## src/rtl/mult_operand_sequencer.sv

```systemverilog
// Operand stage for a shift-add multiplier: latches one m/M pair and issues one
// pre-shifted, pre-gated addend per multiplier bit, LSB first, over valid/ready.
module mult_operand_sequencer #(
    parameter int WIDTH     = 3,
    parameter bit SKIP_ZERO = 1'b0,
    localparam int CW       = (WIDTH > 1) ? $clog2(WIDTH) : 1
) (
    input  logic               clk,
    input  logic               reset,
    input  logic               in_valid,
    output logic               in_ready,
    input  logic [WIDTH-1:0]   in_m,
    input  logic [WIDTH-1:0]   in_M,
    output logic               step_valid,
    input  logic               step_ready,
    output logic               step_bit,
    output logic [2*WIDTH-1:0] step_addend,
    output logic [CW-1:0]      step_idx,
    output logic               step_last,
    output logic               busy
);

    typedef enum logic {IDLE = 1'b0, ISSUE = 1'b1} state_t;

    state_t             state;
    logic [WIDTH-1:0]   mult_reg;
    logic [2*WIDTH-1:0] mcand_reg;
    logic [CW-1:0]      idx;
    logic [CW-1:0]      idx_nxt;
    logic [2*WIDTH-1:0] in_mcand;

    function automatic logic bit_at(input logic [WIDTH-1:0] m, input logic [CW-1:0] i);
        logic [WIDTH-1:0] sh;
        sh = m >> i;
        return sh[0];
    endfunction

    function automatic logic [2*WIDTH-1:0] addend_at(input logic [WIDTH-1:0]   m,
                                                      input logic [2*WIDTH-1:0] mc,
                                                      input logic [CW-1:0]      i);
        return bit_at(m, i) ? (mc << i) : '0;
    endfunction

    // The extra top bit keeps the "bits above i" test well defined at i = WIDTH-1.
    function automatic logic last_at(input logic [WIDTH-1:0] m, input logic [CW-1:0] i);
        logic [WIDTH:0] rest;
        rest = ({1'b0, m} >> i) >> 1;
        return (i == CW'(WIDTH - 1)) || (SKIP_ZERO && (rest == '0));
    endfunction

    assign idx_nxt  = idx + 1'b1;
    assign in_mcand = {{WIDTH{1'b0}}, in_M};
    assign step_idx = idx;
    assign in_ready = (state == IDLE) && !reset;

    always_ff @(posedge clk or posedge reset) begin
        if (reset) begin
            state       <= IDLE;
            mult_reg    <= '0;
            mcand_reg   <= '0;
            idx         <= '0;
            step_valid  <= 1'b0;
            step_bit    <= 1'b0;
            step_addend <= '0;
            step_last   <= 1'b0;
            busy        <= 1'b0;
        end else if (state == IDLE) begin
            if (in_valid) begin
                // First step's outputs are loaded on the accept edge itself.
                state       <= ISSUE;
                mult_reg    <= in_m;
                mcand_reg   <= in_mcand;
                idx         <= '0;
                step_valid  <= 1'b1;
                busy        <= 1'b1;
                step_bit    <= bit_at(in_m, '0);
                step_addend <= addend_at(in_m, in_mcand, '0);
                step_last   <= last_at(in_m, '0);
            end
        end else if (step_ready) begin
            if (step_last) begin
                state       <= IDLE;
                idx         <= '0;
                step_valid  <= 1'b0;
                busy        <= 1'b0;
                step_bit    <= 1'b0;
                step_addend <= '0;
                step_last   <= 1'b0;
            end else begin
                idx         <= idx_nxt;
                step_bit    <= bit_at(mult_reg, idx_nxt);
                step_addend <= addend_at(mult_reg, mcand_reg, idx_nxt);
                step_last   <= last_at(mult_reg, idx_nxt);
            end
        end
    end

endmodule

```

## config.mk

```make
export PLATFORM = sky130hd
export DESIGN_NAME = mult_operand_sequencer
export DESIGN_NICKNAME = d
export VERILOG_FILES = /design/src/rtl/mult_operand_sequencer.sv
export SDC_FILE = /design/constraint.sdc
export NUM_CORES = 1
export LEC_CHECK = 0
export CAP_MARGIN = 10
export CORE_MARGIN = 4
export CORE_UTILIZATION = 35
export CTS_BUF_LIST = sky130_fd_sc_hd__clkbuf_4 sky130_fd_sc_hd__clkbuf_8
export DETAILED_ROUTE_END_ITERATION = 8
export PLACE_DENSITY_LB_ADDON = 0.15
export RECOVER_POWER = 25
export SYNTH_ARGS = -nofsm -noshare
export SYNTH_HDL_FRONTEND = slang
export SYNTH_SLANG_ARGS = --single-unit
```

## constraint.sdc

```tcl
create_clock -name clk -period 1.65 [get_ports clk]
set_input_delay 0.2475 -clock clk [delete_from_list [all_inputs] [get_ports clk]]
set_output_delay 0.2475 -clock clk [all_outputs]
set_load 0.03 [all_outputs]
```

==> flow_metrics.tcl <==
set metrics [dict create \
    ant_nets 0 \
    maxCapViolations 0 \
    pre_cts_slack_ns 0.1125 \
    wl_per_cell_um 13.17 \
    irDropWorstVdd_mv 0.8309 \
    area_growth_pct 35.47 \
    p_int_mw 1.311 \
    maxSlewHeadroom_pct 64.38 \
    synth.top_cell.area_share_pct 50.07 \
    firstDrtPassIters 3 \
    postCtsSetupBuffers 0 \
    rr_endpoint "step_addend[0]$_DFFE_PP0P_" \
    setup.worst_path.start_class "register" \
    crit-reg2reg-launch "step_idx[1]$_DFFE_PP0P_" \
    initial_core_util_pct 36.65 \
    worstPathArrival_ns 1.34 \
    hold_class "in2async" \
    port_buffers 22 \
    power_switching_mw 0.9765 \
    worst_slack_ns 0.06569 \
    p_sw_share_pct 42.69 \
    pwr-share-seq_pct 33.3 \
    hold_viol_final 0 \
    synth-edff-count 0 \
    fin_setup_tns_ns 0 \
    slowest_stage "clkdlybuf4s50_1" \
    clockBufferDepth 2 \
    tightest_slew_ns 0.5343 \
    via_count 766 \
    cp.depth 1 \
    yosysMostFrequentCell "nand2_1" \
    wl_um 2067 \
    clk_pin_slew_ns 0.10 \
    drc 0 \
    cp_data_required_time_ns 1.40 \
    p_comb_share_pct 54.9 \
    drive_gt1_share_pct 16.54 \
    drt_iter0_markers 22 \
    largest_reg_flops 6 \
    die_h_um 58.70 \
    finalWeightedCongestion 0.8292 \
    ys_seq_elements 18 \
    num_rows 18 \
    grt_max_degree 11 \
    reg2reg_depth 6 \
    path_buf_inv 1 \
    track_usage_pct 13.29 \
    timing.final.max_slew_violations 0 \
    endpoint "step_addend[2]" \
    synth_cell_types 28 \
    r2r_slack_ns 0.12 \
    cts_sinks 18 \
    clock-root-buffer "clkbuf_4" \
    pwr-share-clk_pct 11.8 \
    nets 139 \
    cts_resized 2 \
    postSynthAreaPerCell_um2 9.274 \
    power.density_mw_per_mm2 1877 \
    post-synth-top-area-cell "dfrtp_1" \
    leakage_nw 0.6035 \
    synth_common_cells "nand2_1, dfrtp_1, a21oi_1" \
    syn_nets 108 \
    synth_flop_cell "dfrtp_1" \
    period_share_pct 96.02 \
    synth_area_leaders "dfrtp_1, nand2_1, a21oi_1, mux2_4, o21ai_1" \
    die_w_um 58.70 \
    antenna_found_initial 0 \
    postCtsHoldBufs 0 \
    cts.htree.levels 1 \
    cp_max_fo 2 \
    async_flop_share_pct 100.0 \
    grt_pass1_vias 776 \
    crit_chain "clkdlybuf4s50_1" \
    path_class "reg2out" \
    clkLatencyLatePin_ns 0.29 \
    diodes 0 \
    crit_family "buffers and inverters" \
    cts_tree "yes" \
    endpoint_kind "output port" \
    ys_seq_area_share_pct 50.07 \
    finalSetupViolCount 0 \
    skew_ns 0.002465 \
    yosysWarnings 0 \
    cts_buffers 3 \
    crit_path_start "step_addend[2]$_DFFE_PP0P_" \
    io_pins 23 \
    synthCells 97 \
    slowest_delay_ns 0.68 \
    grt_pass1_wl_um 3512 \
    rsz0062_at_grt "no" \
    overflow 0 \
    core_area_mm2 0.002455 \
    vias_per_cell 4.879 \
    synth_area_um2 899.6 \
    dieArea_mm2 0.003446 \
    outcome "finished clean" \
    hpwl_um 1640 \
    max_freq_mhz 631.2 \
    period_needed_ns 1.584 \
]
## worst register-to-register path, delay by kind of cell (launching register included)
| family | cells | cell delay (ns) |
|---|---|---|
| simple gates | 2 | 0.40 |
| fa+ha+maj | 1 | 0.26 |
| compound gates | 2 | 0.32 |
| buf+inv | 1 | 0.07 |
| flops | 1 | 0.42 |
## routing by layer
layer	share of wire, %	wire, um	vias to the layer above	GRT usage [%]
met3	4.5	92	4	2.412
li1	-	-	383	-
met1	45	923	368	17.33
met2	50	1024	11	22.01
met4	1.3	27	0	4.854
met5	0	0	-	0
## power by group through the flow
stage               Sequential [mW]  Clock, mW  Combinational [mW]
floorplan                     0.954          0               0.674
global placement              0.769          0                1.27
detailed placement            0.774          0                1.29
CTS                           0.764      0.281                1.28
global route                  0.791      0.301                1.37
finish                        0.762      0.270                1.26
## placed cells by master (no fill, tap or decap), types with 2 or more instances in the layout
cell type	Yosys	routed
a21oi_1	7	7
a31oi_1	2	2
buf_4	1	9
clkbuf_4	0	3
clkdlybuf4s50_1	0	16
dfrtp_1	18	17
dlygate4sd2_1	0	2
dlymetal6s2s_1	0	2
inv_1	2	2
mux2_4	2	2
mux2i_1	2	2
nand2_1	30	30
nand3_1	2	2
nand3_2	2	2
nor2_1	4	4
o21ai_0	2	2
o21ai_1	5	5
o22a_1	2	2
## per-stage QoR
| step | cell area [um^2] | cells | hold WS (ns) | util [%] | power [mW] |
|---|---|---|---|---|---|
| after floorplan | 900.9 | 97 | 0.1860 | - | 1.628 |
| after global placement | 1184 | 153 | 0.4597 | 48.22 | 2.040 |
| after detailed placement | 1184 | 153 | 0.4655 | 48.22 | 2.064 |
| after CTS | 1217 | 157 | 0.2579 | 49.59 | 2.322 |
| after global routing | 1219 | 157 | 0.4046 | 49.64 | 2.459 |
| final | 1219 | 157 | 0.3750 | 49.64 | 2.288 |
## area by class of cell
cell class              count  area, um^2
flip-flops and latches     18       451.7
repair buffers             31       284.0
well taps                  30       37.54
fillers                   253        1236
inverters                   2       7.507
clock buffers               4       36.28
multi-input cells          72       401.6
## cells by family after synthesis
kind of cell               count (synthesis)  synth area share (%)
adders and majority gates                  1                 1.391
AOI/OAI and AO/OA                         21                 14.05
DFF                                       18                 50.07
and+or+nand+nor                           46                 23.65
buffers and inverters                      7                 5.286
muxes                                      4                 5.564
## worst min path at each step
stage	start	to	slack (ns)	cells past startpoint
final	reset	step_addend[0]$_DFFE_PP0P_	0.38	2
after CTS	reset	busy$_DFFE_PP0P_	0.26	2
after floorplan	reset	busy$_DFFE_PP0P_	0.19	1
after global routing	reset	step_addend[0]$_DFFE_PP0P_	0.40	2
after detailed placement	mult_reg[0]$_DFFE_PP0P_	mult_reg[0]$_DFFE_PP0P_	0.47	2
after global placement	mult_reg[0]$_DFFE_PP0P_	mult_reg[0]$_DFFE_PP0P_	0.46	2
Power figures use the tool's default switching activity.
